**src/rtl/dealer_turn_sequencer_pkg.sv**
```systemverilog
// Shared blackjack types: decider command, card rank, dealer FSM states
// and the hand-value constants used by the dealer turn sequencer.
package blackjack;

    typedef enum logic [1:0] {
        HIT   = 2'd0,
        STAND = 2'd1,
        NONE  = 2'd2
    } gameCommand;

    typedef logic [3:0] cardRank;

    localparam logic [4:0] BLACKJACK_LIMIT = 5'd21;
    localparam logic [4:0] ACE_BONUS       = 5'd10;
    localparam logic [4:0] SOFT_MAX        = BLACKJACK_LIMIT - ACE_BONUS;

    typedef enum logic [2:0] {
        S_IDLE,
        S_DEAL,
        S_EVAL,
        S_ASK,
        S_DONE
    } dealerState;

    // One ace may count 11 whenever that keeps the hand at or under 21.
    function automatic logic [4:0] best_value(
        input logic [4:0] hard,
        input logic       ace
    );
        if (ace && (hard <= SOFT_MAX)) begin
            return hard + ACE_BONUS;
        end
        return hard;
    endfunction

endpackage

```
**src/rtl/dealer_turn_sequencer_if.sv**
```systemverilog
// Dealer turn bus: game-FSM start/result, deck card handshake and the
// decision-logic turnIndicator/command/handValue exchange.
interface dealer_turn_sequencer_if;
    import blackjack::*;

    logic       start;
    logic       turnIndicator;
    gameCommand command;
    logic [4:0] handValue;
    logic       card_req;
    logic       card_valid;
    cardRank    card_rank;
    logic [3:0] card_count;
    logic       done;
    logic       bust;
    logic       stood;

    modport master (
        input  start,
        input  command,
        input  card_valid,
        input  card_rank,
        output turnIndicator,
        output handValue,
        output card_req,
        output card_count,
        output done,
        output bust,
        output stood
    );

    modport slave (
        output start,
        output command,
        output card_valid,
        output card_rank,
        input  turnIndicator,
        input  handValue,
        input  card_req,
        input  card_count,
        input  done,
        input  bust,
        input  stood
    );

endinterface

```
**src/rtl/dealer_turn_sequencer_card_points.sv**
```systemverilog
// Card rank to blackjack points; ace counts 1 here, the soft bonus is
// applied later from the ace flag.
module card_points
    import blackjack::*;
(
    input  cardRank    rank,
    output logic [3:0] points,
    output logic       is_ace,
    output logic       rank_ok
);

    always_comb begin
        points  = 4'd0;
        is_ace  = 1'b0;
        rank_ok = 1'b0;
        unique case (1'b1)
            (rank == 4'd1): begin
                points  = 4'd1;
                is_ace  = 1'b1;
                rank_ok = 1'b1;
            end
            (rank >= 4'd2 && rank <= 4'd10): begin
                points  = rank;
                rank_ok = 1'b1;
            end
            (rank >= 4'd11 && rank <= 4'd13): begin
                points  = 4'd10;
                rank_ok = 1'b1;
            end
            default: begin
            end
        endcase
    end

endmodule

```
**src/rtl/dealer_turn_sequencer.sv**
```systemverilog
// Dealer turn FSM: deals two cards, then asks the decider and hits until
// it stands, busts or the hand is full. All outputs are registered.
module dealer_turn_sequencer
    import blackjack::*;
#(
    parameter int MAX_CARDS = 11
) (
    input  logic clk,
    input  logic reset,
    dealer_turn_sequencer_if.master bus
);

    localparam logic [3:0] MAX_CNT = 4'(MAX_CARDS);

    dealerState state_q, state_d;
    logic [4:0] hard_sum_q, hard_sum_d;
    logic       ace_seen_q, ace_seen_d;
    logic [3:0] card_count_q, card_count_d;
    logic [4:0] hand_value_q, hand_value_d;
    logic       bust_q, bust_d;
    logic       stood_q, stood_d;
    logic       done_q, done_d;
    logic       turn_q, turn_d;
    logic       card_req_q, card_req_d;

    logic [3:0] points;
    logic       is_ace;
    logic       rank_ok;
    logic       accept;

    card_points u_points (
        .rank    (bus.card_rank),
        .points  (points),
        .is_ace  (is_ace),
        .rank_ok (rank_ok)
    );

    // Bad ranks never accept, so the request simply stays up.
    assign accept = card_req_q & bus.card_valid & rank_ok;

    always_comb begin
        state_d      = state_q;
        hard_sum_d   = hard_sum_q;
        ace_seen_d   = ace_seen_q;
        card_count_d = card_count_q;
        bust_d       = bust_q;
        stood_d      = stood_q;
        unique case (state_q)
            S_IDLE: begin
                if (bus.start) begin
                    hard_sum_d   = 5'd0;
                    ace_seen_d   = 1'b0;
                    card_count_d = 4'd0;
                    bust_d       = 1'b0;
                    stood_d      = 1'b0;
                    state_d      = S_DEAL;
                end
            end
            S_DEAL: begin
                if (accept) begin
                    hard_sum_d   = hard_sum_q + {1'b0, points};
                    ace_seen_d   = ace_seen_q | is_ace;
                    card_count_d = card_count_q + 4'd1;
                    state_d      = (card_count_d < 4'd2) ? S_DEAL : S_EVAL;
                end
            end
            S_EVAL: begin
                if (hard_sum_q > BLACKJACK_LIMIT) begin
                    bust_d  = 1'b1;
                    state_d = S_DONE;
                end else if (card_count_q == MAX_CNT) begin
                    stood_d = 1'b1;
                    state_d = S_DONE;
                end else begin
                    state_d = S_ASK;
                end
            end
            S_ASK: begin
                unique case (bus.command)
                    HIT:   state_d = S_DEAL;
                    STAND: begin
                        stood_d = 1'b1;
                        state_d = S_DONE;
                    end
                    default: begin
                    end
                endcase
            end
            S_DONE:  state_d = S_IDLE;
            default: state_d = S_IDLE;
        endcase
        hand_value_d = best_value(hard_sum_d, ace_seen_d);
        card_req_d   = (state_d == S_DEAL);
        turn_d       = (state_d == S_ASK);
        done_d       = (state_d == S_DONE);
    end

    always_ff @(posedge clk) begin
        if (reset) begin
            state_q      <= S_IDLE;
            hard_sum_q   <= 5'd0;
            ace_seen_q   <= 1'b0;
            card_count_q <= 4'd0;
            hand_value_q <= 5'd0;
            bust_q       <= 1'b0;
            stood_q      <= 1'b0;
            done_q       <= 1'b0;
            turn_q       <= 1'b0;
            card_req_q   <= 1'b0;
        end else begin
            state_q      <= state_d;
            hard_sum_q   <= hard_sum_d;
            ace_seen_q   <= ace_seen_d;
            card_count_q <= card_count_d;
            hand_value_q <= hand_value_d;
            bust_q       <= bust_d;
            stood_q      <= stood_d;
            done_q       <= done_d;
            turn_q       <= turn_d;
            card_req_q   <= card_req_d;
        end
    end

    assign bus.turnIndicator = turn_q;
    assign bus.handValue     = hand_value_q;
    assign bus.card_req      = card_req_q;
    assign bus.card_count    = card_count_q;
    assign bus.done          = done_q;
    assign bus.bust          = bust_q;
    assign bus.stood         = stood_q;

endmodule

```
**src/flat_wrapper.sv**
```systemverilog
// flat-port wrapper written by rule: the top's interface ports become plain ports
module dealer_turn_sequencer_flat import blackjack::*;
#(
    parameter int MAX_CARDS = 11
)
  (clk, reset, bus_start, bus_command, bus_card_valid, bus_card_rank, bus_turnIndicator, bus_handValue, bus_card_req, bus_card_count, bus_done, bus_bust, bus_stood);
  dealer_turn_sequencer_if bus_i ();
  input  logic clk;
  input  logic reset;
  input wire logic [$bits(bus_i.start)-1:0] bus_start;
  input wire logic [$bits(bus_i.command)-1:0] bus_command;
  input wire logic [$bits(bus_i.card_valid)-1:0] bus_card_valid;
  input wire logic [$bits(bus_i.card_rank)-1:0] bus_card_rank;
  output wire logic [$bits(bus_i.turnIndicator)-1:0] bus_turnIndicator;
  output wire logic [$bits(bus_i.handValue)-1:0] bus_handValue;
  output wire logic [$bits(bus_i.card_req)-1:0] bus_card_req;
  output wire logic [$bits(bus_i.card_count)-1:0] bus_card_count;
  output wire logic [$bits(bus_i.done)-1:0] bus_done;
  output wire logic [$bits(bus_i.bust)-1:0] bus_bust;
  output wire logic [$bits(bus_i.stood)-1:0] bus_stood;
  assign bus_i.start = bus_start;
  assign bus_i.command = bus_command;
  assign bus_i.card_valid = bus_card_valid;
  assign bus_i.card_rank = bus_card_rank;
  assign bus_turnIndicator = bus_i.turnIndicator;
  assign bus_handValue = bus_i.handValue;
  assign bus_card_req = bus_i.card_req;
  assign bus_card_count = bus_i.card_count;
  assign bus_done = bus_i.done;
  assign bus_bust = bus_i.bust;
  assign bus_stood = bus_i.stood;
  dealer_turn_sequencer #(.MAX_CARDS(MAX_CARDS)) u_core (.clk(clk), .reset(reset), .bus(bus_i));
endmodule
```
**config.mk**
```make
export PLATFORM = sky130hd
export DESIGN_NAME = dealer_turn_sequencer_flat
export DESIGN_NICKNAME = d
export VERILOG_FILES = /design/src/rtl/dealer_turn_sequencer_pkg.sv /design/src/rtl/dealer_turn_sequencer_if.sv /design/src/rtl/dealer_turn_sequencer_card_points.sv /design/src/rtl/dealer_turn_sequencer.sv /design/src/flat_wrapper.sv
export SDC_FILE = /design/constraint.sdc
export NUM_CORES = 1
export LEC_CHECK = 0
export CAP_MARGIN = 40
export CORE_MARGIN = 2
export CORE_UTILIZATION = 47
export CTS_CLUSTER_DIAMETER = 100
export DETAILED_ROUTE_END_ITERATION = 10
export PLACE_DENSITY = 0.73
export SLEW_MARGIN = 15
export SYNTH_ARGS = -nofsm -noshare
export SYNTH_HDL_FRONTEND = slang
export SYNTH_SLANG_ARGS = --single-unit
```
**constraint.sdc**
```tcl
create_clock -name clk -period 9.1 [get_ports clk]
set_clock_uncertainty 0.05 [all_clocks]
set_input_delay 0.91 -clock clk [delete_from_list [all_inputs] [get_ports clk]]
set_output_delay 0.91 -clock clk [all_outputs]
set_load 0.03 [all_outputs]
```
Yosys cells after proc, flatten, opt, wreduce, memory -nomap -nowiden
Cells that the tools add are included.
{"block": "totals", "register_bits": 23, "input_bits": 10, "out_inout_bits": 14, "word_cells": 79}
{"block": "classes", "add_sub_neg": 3, "order_cmp": 7, "n_eq_ne": 15, "muxes": 29, "bitwise_logic": 3, "n_reduce_logical": 12}
{"op": "$mux 5", "n": 4}
{"op": "$mux 3", "n": 4}
{"op": "$pmux 3 s4", "n": 1}
{"op": "$pmux 4 s3", "n": 1}
{"op": "$mux 1", "n": 10}
{"op": "$pmux 5 s2", "n": 1}
{"op": "$eq 3x2->1 const B", "n": 3}
{"op": "$le 4x4->1 const B", "n": 2}
{"op": "$mux 4", "n": 2}
{"op": "$ne 2x1->1 const B", "n": 4}
{"op": "$pmux 4 s2", "n": 1}
{"op": "$eq 3x1->1 const B", "n": 2}
{"op": "$pmux 3 s2", "n": 1}
{"op": "$reduce_and 3->1", "n": 2}
{"op": "$add 5x4->5", "n": 1}
{"op": "$add 5x4->5 const B", "n": 1}
{"op": "$gt 5x5->1 const B", "n": 1}
{"op": "$le 5x4->1 const B", "n": 1}
{"op": "$reduce_and 5->1", "n": 1}
{"op": "$add 4x1->4 const B", "n": 1}
{"op": "$eq 4x1->1 const B", "n": 1}
{"op": "$eq 4x4->1 const B", "n": 1}
{"op": "$ge 4x2->1 const B", "n": 1}
{"op": "$ge 4x4->1 const B", "n": 1}
{"op": "15 further kinds", "n": 21}

Depth between registers and ports, before layout
Gate-level depths: netlist (run 1).
{"block": "depth", "depth_word": 11, "mapped_depth": 12, "mapped_depth_nobuf": 12}

Modules after synthesis
From an unflattened synthesis (run 1), not the netlist that was laid out.
{"block": "unflattened", "cells_unflattened": 150, "hier_area_um2": 1341.3}
{"module": "dealer_turn_sequencer", "n_inst": 1, "cells_per_inst": 141, "area_per_inst_um2": 1276.2, "seq_area_each_um2": 440.4}
{"module": "card_points", "n_inst": 1, "cells_per_inst": 9, "area_per_inst_um2": 65.1, "seq_area_each_um2": 0.0}

Worst setup path before layout (run 1)
No wires, ideal clock.
{"block": "synth_timing", "kind": "input to register", "from": "input bus_card_rank[2]", "to": "register u_core.hand_value_q[1], in the netlist u_core.bus.handValue[1]", "arrival_time_ns": 3.297, "required_ns": 8.929, "setup_slack_ns": 5.632, "path_stages": 12, "path_buffers": 0, "cell_sequence": "o21ai_0 > and2_1 > ha_1 > inv_1 > fa_1 > xor2_1 > mux2_2 > ha_1 > a41oi_1 > o21ai_1 > a211o_1 > mux2_4"}
{"block": "synth_via", "elab_chain_len": 11}
{"item": "start, declared", "line_no": "flat_wrapper.sv:13", "text": "input wire logic [$bits(bus_i.card_rank)-1:0] bus_card_rank;"}
{"item": "branches (longest 10 deep; another with $add 5x4->5)"}
{"item": "$mux 5 *", "line_no": "dealer_turn_sequencer_pkg.sv:33", "text": "return hard;"}
{"item": "end signal, assigned", "line_no": "dealer_turn_sequencer.sv:115", "text": "hand_value_q <= hand_value_d;"}
{"item": "end, declared", "line_no": "dealer_turn_sequencer.sv:19", "text": "logic [4:0] hand_value_q, hand_value_d;"}
Every way passes the cells marked *. The select of a mux whose other input is x is not followed.
A chain may end at the register's enable or synchronous reset.

Worst setup path after layout (run 1)
{"block": "layout_timing", "from": "input bus_card_rank[2]", "to": "register u_core.hand_value_q[2], in the netlist u_core.bus.handValue[2]"}
Same word-level chain as after synthesis.

==> insert_results.sql, run 1 <==
INSERT INTO impl_metrics (metric_group, metric, value, unit) VALUES
('outcome', 'outcome', 'finished clean', ''),
('layout', 'number_of_non_filler_instances_in_the_completed_layout', '198', ''),
('synth', 'synth_top_flop_cell', 'sky130_fd_sc_hd__dfxtp_1', ''),
('synth', 'sequential_element_share_of_the_synthesized_area', '34.9', '%'),
('layout', 'post_route_cells_drive_above_1_share', '6.55', '%'),
('layout', 'register_area', '440', 'um^2'),
('layout', 'design.final.nets', '187', ''),
('clock_tree', 'worst_skew_pair.late_latency', '0.31', 'ns'),
('floorplanning', 'die-width', '55.9', 'um'),
('pwr', 'pwr-share-comb', '14.3', '%'),
('place', 'place.detailed.hpwl', '2.01', 'mm'),
('synth', 'number_of_nets_produced_by_synthesis', '166', ''),
('floorplanning', 'die_y', '55.9', 'um'),
('clock_tree', 'clock_sink_count', '22', ''),
('detailed_routing', 'total_wirelength', '2.57', 'mm'),
('pwr', 'worst_ir_drop_on_vdd', '104', 'uV'),
('synth', 'synthesis.area', '1260', 'um^2'),
('clock_tree', 'cts_repair_resize_count', '0', ''),
('layout', 'fillCellCount', '241', ''),
('synth', 'yosys.cell_types.count', '46', ''),
('synth', 'yosys.cell_count.top_type', 'sky130_fd_sc_hd__dfxtp_1', ''),
('pwr', 'p_sw', '44.4', 'uW'),
('detailed_routing', 'vias', '1121', ''),
('synth', 'yosysTopAreaCell', 'sky130_fd_sc_hd__dfxtp_1', ''),
('place', 'dp_worst_setup_slack', '4.92', 'ns'),
('detailed_routing', 'wire_per_inst', '13.0', 'um'),
('worst_setup_path', 'worst-setup-path-type', 'input pin to register', ''),
('global_routing', 'maximum_number_of_pins_on_one_net_before_global_route_repair', '21', ''),
('timing', 'post-route-worst-setup-slack', '5.24', 'ns'),
('timing', 'final-max-slew-violation-count', '0', ''),
('detailed_routing', 'detail_route.first_pass.iterations', '4', ''),
('synth', 'netlist.area_leader.share', '34.9', '%'),
('timing', 'hold_violations', '0', ''),
('detailed_routing', 'number_of_design_rule_violations_left_by_the_first_detailed_router_iteration', '46', ''),
('floorplanning', 'io-pin-count', '24', ''),
('worst_setup_path', 'worstSetupEndpointType', 'register', ''),
('pwr', 'cell_internal_pwr', '134', 'uW'),
('floorplanning', 'design.die.area', '3120', 'um^2'),
('synth', 'async_reset_ff_share', '0', '%'),
('clock_tree', 'cts.root.buffer_cell', 'sky130_fd_sc_hd__clkbuf_4', ''),
('pwr', 'power_leakage', '0.599', 'nW'),
('pwr', 'design_power', '178', 'uW'),
('place', 'gpl.final_weighted_congestion', '0.802', ''),
('timing', 'timing.setup.tns', '0', 'ns'),
('synth', 'synth-seq-cells', '22', ''),
('worst_setup_path', 'timing.critical_path.from_type', 'input pin', ''),
('place', 'placedCellCount', '194', ''),
('detailed_routing', 'vias_per_cell', '5.66', ''),
('timing', 'timing.final.crit_share', '42.4', '%'),
('synth', 'avgSynthCellArea', '8.54', 'um^2'),
('worst_setup_path', 'critPathMaxFanout', '7', ''),
('timing', 'setup_viol', '0', ''),
('global_routing', 'first_pass_grt_wire_length', '4.26', 'mm'),
('clock_tree', 'numCtsBuffers', '3', ''),
('global_routing', 'grt_pass1_vias', '944', ''),
('worst_setup_path', 'critical_path_arrival', '4.01', 'ns'),
('clock_tree', 'maximum_clock_path_buffer_count', '2', ''),
('timing', 'worst_slew_pin_slew', '0.708', 'ns'),
('timing', 'max_transition_margin', '52.4', '%'),
('layout', 'diodes_inserted', '0', ''),
('pwr', 'portion_of_total_power_attributed_to_sequential_cells', '55.8', '%'),
('job', 'drv_cap', '0', ''),
('place', 'port-buffer-count', '23', ''),
('pwr', 'relative_contribution_of_the_clock_network_to_total_power', '29.8', '%'),
('global_routing', 'gr-usage-all-layers', '17.0', '%'),
('clock_tree', 'cts.repair_timing.setup_buffer_count', '0', ''),
('global_routing', 'grt_overflow', '0', ''),
('timing', 'max_clock_freq', '259', 'MHz'),
('worst_setup_path', 'worstPathRequired', '9.25', 'ns'),
('pwr', 'powerDensity', '116', 'nW/um^2'),
('synth', 'synth_warnings', '0', '');
[per-layer routing]
layer | share of wire (%) | GRT usage (%) | vias to the layer above
li1 | - | - | 568
met1 | 49 | 24.4 | 519
met2 | 44 | 25.0 | 32
met3 | 5.9 | 3.95 | 2
met4 | 0.58 | 6.12 | 0
met5 | 0 | 0 | -
[flip-flops by register name (all words and copies together) (netlist names)]
signal,cells
u_core.bus.done,1
u_core.bus.bust,1
u_core.bus.handValue,5
u_core.bus.stood,1
u_core.bus.turnIndicator,1
u_core.ace_seen_q,1
u_core.bus.card_req,1
u_core.state_q,3
u_core.bus.card_count,4
u_core.hard_sum_q,4
[worst max-delay path, stage by stage]
cell	delay (ns)
sky130_fd_sc_hd__clkdlybuf4s50_1	0.49
sky130_fd_sc_hd__o21ai_0	0.18
sky130_fd_sc_hd__and2_1	0.14
sky130_fd_sc_hd__ha_1	0.15
sky130_fd_sc_hd__inv_1	0.05
sky130_fd_sc_hd__fa_1	0.40
sky130_fd_sc_hd__xor2_1	0.18
sky130_fd_sc_hd__mux2_2	0.30
sky130_fd_sc_hd__ha_1	0.20
sky130_fd_sc_hd__a41oi_1	0.21
sky130_fd_sc_hd__o21ai_1	0.12
sky130_fd_sc_hd__a211o_1	0.36
sky130_fd_sc_hd__mux2_4	0.31
[placed cells by master, fill, tap and decap left out, types with 2 or more instances in the layout]
cell and count:
sky130_fd_sc_hd__a21o_1 2, sky130_fd_sc_hd__a21oi_1 12, sky130_fd_sc_hd__a31oi_1 2, sky130_fd_sc_hd__a41oi_1 2, sky130_fd_sc_hd__and2_1 2, sky130_fd_sc_hd__and3_1 3, sky130_fd_sc_hd__clkbuf_4 3, sky130_fd_sc_hd__clkdlybuf4s50_1 23
sky130_fd_sc_hd__dfxtp_1 22, sky130_fd_sc_hd__ha_1 7, sky130_fd_sc_hd__inv_1 6, sky130_fd_sc_hd__mux2_4 2, sky130_fd_sc_hd__nand2_1 9, sky130_fd_sc_hd__nand2b_1 3, sky130_fd_sc_hd__nand3_1 3, sky130_fd_sc_hd__nand3b_1 3
sky130_fd_sc_hd__nor2_1 13, sky130_fd_sc_hd__nor2b_1 7, sky130_fd_sc_hd__nor3_1 7, sky130_fd_sc_hd__nor4_1 2, sky130_fd_sc_hd__o21ai_0 6, sky130_fd_sc_hd__o21ai_1 3, sky130_fd_sc_hd__o31ai_1 2, sky130_fd_sc_hd__xor2_1 2
[per-stage QoR]
stage / utilization (%) / cell area (um^2) / hold slack (ns)
after floorplan: - / 1260 / 0.410
after global placement: 59.3 / 1500 / 0.446
after detailed placement: 59.3 / 1500 / 0.453
after CTS: 60.7 / 1530 / 0.476
after global routing: 60.7 / 1530 / 0.505
final: 60.7 / 1530 / 0.474
[logic make-up (layout without fill, tap and decap cells)]
logic type / count (synthesis) / count (layout) / share of synthesized area [%]
XOR/XNOR: 3 / 3 / 2.08
adder cells (fa/ha/maj): 8 / 8 / 8.51
AND/OR/NAND/NOR: 61 / 61 / 27.5
flip-flops: 22 / 22 / 34.9
multiplexers: 4 / 4 / 4.06
AO/OA/AOI/OAI: 37 / 37 / 18.3
buffers and inverters: 13 / 33 / 4.65
[power groups by stage]
| stage | Clock [mW] | Sequential [mW] | Combinational [mW] |
|---|---|---|---|
| after floorplan | 0 | 0.103 | 0.0152 |
| after CTS | 0.0564 | 0.0993 | 0.0255 |
| final | 0.0531 | 0.0993 | 0.0255 |
| after detailed placement | 0 | 0.101 | 0.0253 |
| after global placement | 0 | 0.101 | 0.0250 |
| after global routing | 0.0593 | 0.0996 | 0.0281 |
[final cells by class]
cell class,count,area share [%]
flip-flops and latches,22,28.8
repair buffers,23,15.0
inverters,6,1.47
well taps,30,2.45
multi-input cells,113,49.9
clock buffers,4,2.37
[final timing paths]
path	start	end	slack, ns	cells past startpoint
max	bus_card_rank[2]	u_core.bus.handValue[2]	5.24	13
min	u_core.bus.bust	u_core.bus.bust	0.47	2
max reg2reg	u_core.state_q[0]	u_core.bus.handValue[2]	5.87	9
min reg2reg	u_core.bus.bust	u_core.bus.bust	0.47	2
Power figures use the tool's default switching activity.
==> run 2: changes to the inputs <==
Settings changed: CORE_UTILIZATION 47 to 46, PLACE_DENSITY 0.73 to 0.75.
Clock period 9.1 ns to 3.2 ns, I/O delays scaled along.
==> run 2 against run 1 <==
First-iteration DRC count shrank 28%. Hold slack is essentially flat. Critical path type unchanged. Critical endpoint unchanged. Sequential share of layout area shrank 1.8 points. Combinational power grew to 3.3 times the previous value. Clock power grew to 4.2 times the previous value. Count of clock-buffer cells in the layout shrank 1. Largest cell class unchanged.
==> insert_results.sql, run 2 (same netlist as run 1, synthesis figures left out) <==
INSERT INTO impl_metrics (metric_group, metric, value, unit) VALUES
('worst_setup_path', 'critPathMaxFanout', '3', ''),
('layout', 'final_cell_mix', 'sky130_fd_sc_hd__clkdlybuf4s50_1 (22), sky130_fd_sc_hd__dfxtp_1 (22), sky130_fd_sc_hd__nor2_1 (13)', ''),
('detailed_routing', 'detail_route.drc_violations', '0', ''),
('detailed_routing', 'ant_nets', '0', ''),
('global_routing', 'most_used_routing_layer', 'met2', ''),
('clock_tree', 'numCtsBuffers', '3', ''),
('detailed_routing', 'wire_per_inst', '14.5', 'um'),
('floorplanning', 'initial_core_util', '47.0', '%'),
('detailed_routing', 'total_wirelength', '3.04', 'mm'),
('global_routing', 'first_pass_grt_wire_length', '5.03', 'mm'),
('clock_tree', 'clkSlewWorstSetupHoldPaths', '0.14', 'ns'),
('global_routing', 'gr-usage-all-layers', '19.5', '%'),
('timing', 'max_clock_freq', '323', 'MHz'),
('worst_hold_path', 'min_delay_startpoint', 'u_core.bus.bust', ''),
('global_routing', 'use_met2', '33.9', '%'),
('layout', 'diodes_inserted', '0', ''),
('pwr', 'powerDensity', '360', 'nW/um^2'),
('pwr', 'pwr-share-comb', '14.3', '%'),
('pwr', 'relative_contribution_of_the_clock_network_to_total_power', '37.9', '%'),
('timing', 'worst_slew_pin_slew', '0.761', 'ns'),
('pwr', 'power.share.switching', '24.5', '%'),
('outcome', 'outcome', 'finished clean', ''),
('floorplanning', 'placeableCoreArea', '2690', 'um^2'),
('layout', 'post_route_cells_drive_above_1_share', '12.4', '%'),
('clock_tree', 'cts_max_level', '1', ''),
('global_routing', 'globalRouteMet3Util', '2.53', '%'),
('worst_setup_path', 'worstSetupEndpointType', 'register', ''),
('timing', 'hold_violations', '0', ''),
('global_routing', 'grt_antenna_before_repair', '0', ''),
('floorplanning', 'design.die.area', '3180', 'um^2'),
('worst_setup_path', 'critical_path_arrival', '3.27', 'ns'),
('timing', 'max_transition_margin', '48.8', '%'),
('pwr', 'portion_of_total_power_attributed_to_sequential_cells', '47.8', '%'),
('detailed_routing', 'number_of_design_rule_violations_left_by_the_first_detailed_router_iteration', '33', ''),
('worst_setup_path', 'worst-setup-path-type', 'input pin to register', ''),
('clock_tree', 'clock_sink_count', '22', ''),
('pwr', 'cell_internal_pwr', '444', 'uW'),
('worst_setup_path', 'startpoint', 'bus_card_rank[2]', ''),
('floorplanning', 'die-width', '56.4', 'um'),
('timing', 'final-max-slew-violation-count', '0', ''),
('clock_tree', 'maximum_clock_path_buffer_count', '2', ''),
('clock_tree', 'cts.repair_timing.setup_buffer_count', '0', ''),
('detailed_routing', 'detail_route.first_pass.iterations', '4', ''),
('worst_setup_path', 'worst_r2r_startpoint', 'u_core.state_q[1]', ''),
('layout', 'largest_reg_flops', '5', ''),
('clock_tree', 'cts.root.buffer_cell', 'sky130_fd_sc_hd__clkbuf_4', ''),
('worst_setup_path', 'worstPathRequired', '3.37', 'ns'),
('worst_hold_path', 'min_path_type', 'register to register', ''),
('floorplanning', 'die_y', '56.4', 'um'),
('global_routing', 'grt_pass1_vias', '1125', ''),
('timing', 'layout_min_cycle_time', '3.09', 'ns'),
('floorplanning', 'number_of_cell_rows', '19', ''),
('floorplanning', 'io-pin-count', '24', ''),
('pwr', 'power_leakage', '0.665', 'nW'),
('worst_setup_path', 'timing.critical_path.from_type', 'input pin', ''),
('timing', 'setup_viol', '0', ''),
('clock_tree', 'tritoncts', 'done', ''),
('clock_tree', 'worst_skew_pair.late_latency', '0.32', 'ns'),
('pwr', 'worst_ir_drop_on_vdd', '244', 'uV'),
('pwr', 'design_power', '588', 'uW'),
('detailed_routing', 'vias_per_cell', '5.61', ''),
('global_routing', 'grt_overflow', '0', ''),
('layout', 'utilization_after_layout', '60.8', '%'),
('place', 'place.detailed.hpwl', '2.30', 'mm'),
('detailed_routing', 'vias', '1172', ''),
('job', 'drv_cap', '0', ''),
('layout', 'fillCellCount', '235', ''),
('timing', 'timing.final.crit_share', '96.7', '%'),
('layout', 'syn2layout_area_growth', '29.3', '%'),
('global_routing', 'maximum_number_of_pins_on_one_net_before_global_route_repair', '21', ''),
('layout', 'design.final.nets', '197', ''),
('pwr', 'p_sw', '144', 'uW'),
('global_routing', 'grt_util_met1', '25.8', '%'),
('place', 'gpl.final_weighted_congestion', '0.844', ''),
('place', 'port-buffer-count', '23', '');
run 2: cell count changes in the layout (fill, tap and decap cells not counted), sizes merged:
cell           delta
buf              +10
bufinv            +1
clkbuf            -1
clkdlybuf4s50     -1
dlymetal6s2s      +1
run 2: repair_timing:
item,4_1_cts,5_1_grt
gates resized for setup,0,3
setup endpoints to repair,0,2
hold endpoints to repair,0,0
hold buffers,0,0
run 2: metal layers:
layer	vias up	share of wire, %
li1	585	-
met1	557	46
met2	28	51
met3	2	2.8
met4	0	0.53
met5	-	0
run 2: area by class of cell:
cell class,count,area [um^2],share of cell area [%]
Clock inverter,1,30.0,1.84
Inverter,6,22.5,1.38
Multi-Input combinational cell,113,772,47.2
Timing Repair Buffer,33,308,18.8
Clock buffer,3,22.5,1.38
Sequential cell,22,440,27.0
Tap cell,31,38.8,2.37
run 2: worst paths after layout:
kind	to	slack, ns	depth (start not counted)
max	u_core.bus.handValue[2]	0.11	13
min	u_core.bus.bust	0.47	2
max reg2reg	u_core.bus.handValue[2]	0.20	9
min reg2reg	u_core.bus.bust	0.47	2
run 2: critical path: stages:
cell	delay [ns]
sky130_fd_sc_hd__clkdlybuf4s50_1	0.44
sky130_fd_sc_hd__o21ai_1	0.14
sky130_fd_sc_hd__and2_1	0.15
sky130_fd_sc_hd__ha_1	0.16
sky130_fd_sc_hd__inv_1	0.05
sky130_fd_sc_hd__fa_1	0.39
sky130_fd_sc_hd__xor2_1	0.18
sky130_fd_sc_hd__mux2_2	0.29
sky130_fd_sc_hd__ha_1	0.21
sky130_fd_sc_hd__a41oi_2	0.18
sky130_fd_sc_hd__o21ai_1	0.11
sky130_fd_sc_hd__a211o_1	0.32
sky130_fd_sc_hd__mux2_4	0.31
run 2: power groups by stage:
stage	Combinational, mW	Sequential, mW	Clock (mW)
after CTS	0.0833	0.281	0.222
after global placement	0.0810	0.287	0
after global routing	0.0919	0.282	0.231
final	0.0840	0.281	0.223
after detailed placement	0.0825	0.287	0
after floorplan	0.0433	0.292	0
run 2: through the flow:
step / instances / worst slack (ns) / TNS, ns / instance area (um^2) / hold slack, ns
final: 209 / 0.106 / 0 / 1630 / 0.473
after global routing: 209 / -0.0102 / -0.0193 / 1630 / 0.497
after CTS: 209 / 0.0353 / 0 / 1620 / 0.473
after detailed placement: 205 / -0.293 / -0.837 / 1570 / 0.450
after global placement: 205 / -0.175 / -0.357 / 1570 / 0.446
after floorplan: 148 / 0.259 / 0 / 1260 / 0.353
==> run 3: changes to the inputs <==
Settings changed: TNS_END_PERCENT from default to 5.
==> results of run 3 <==
No change in the layout: final DEF, timing and power equal those of run 2.
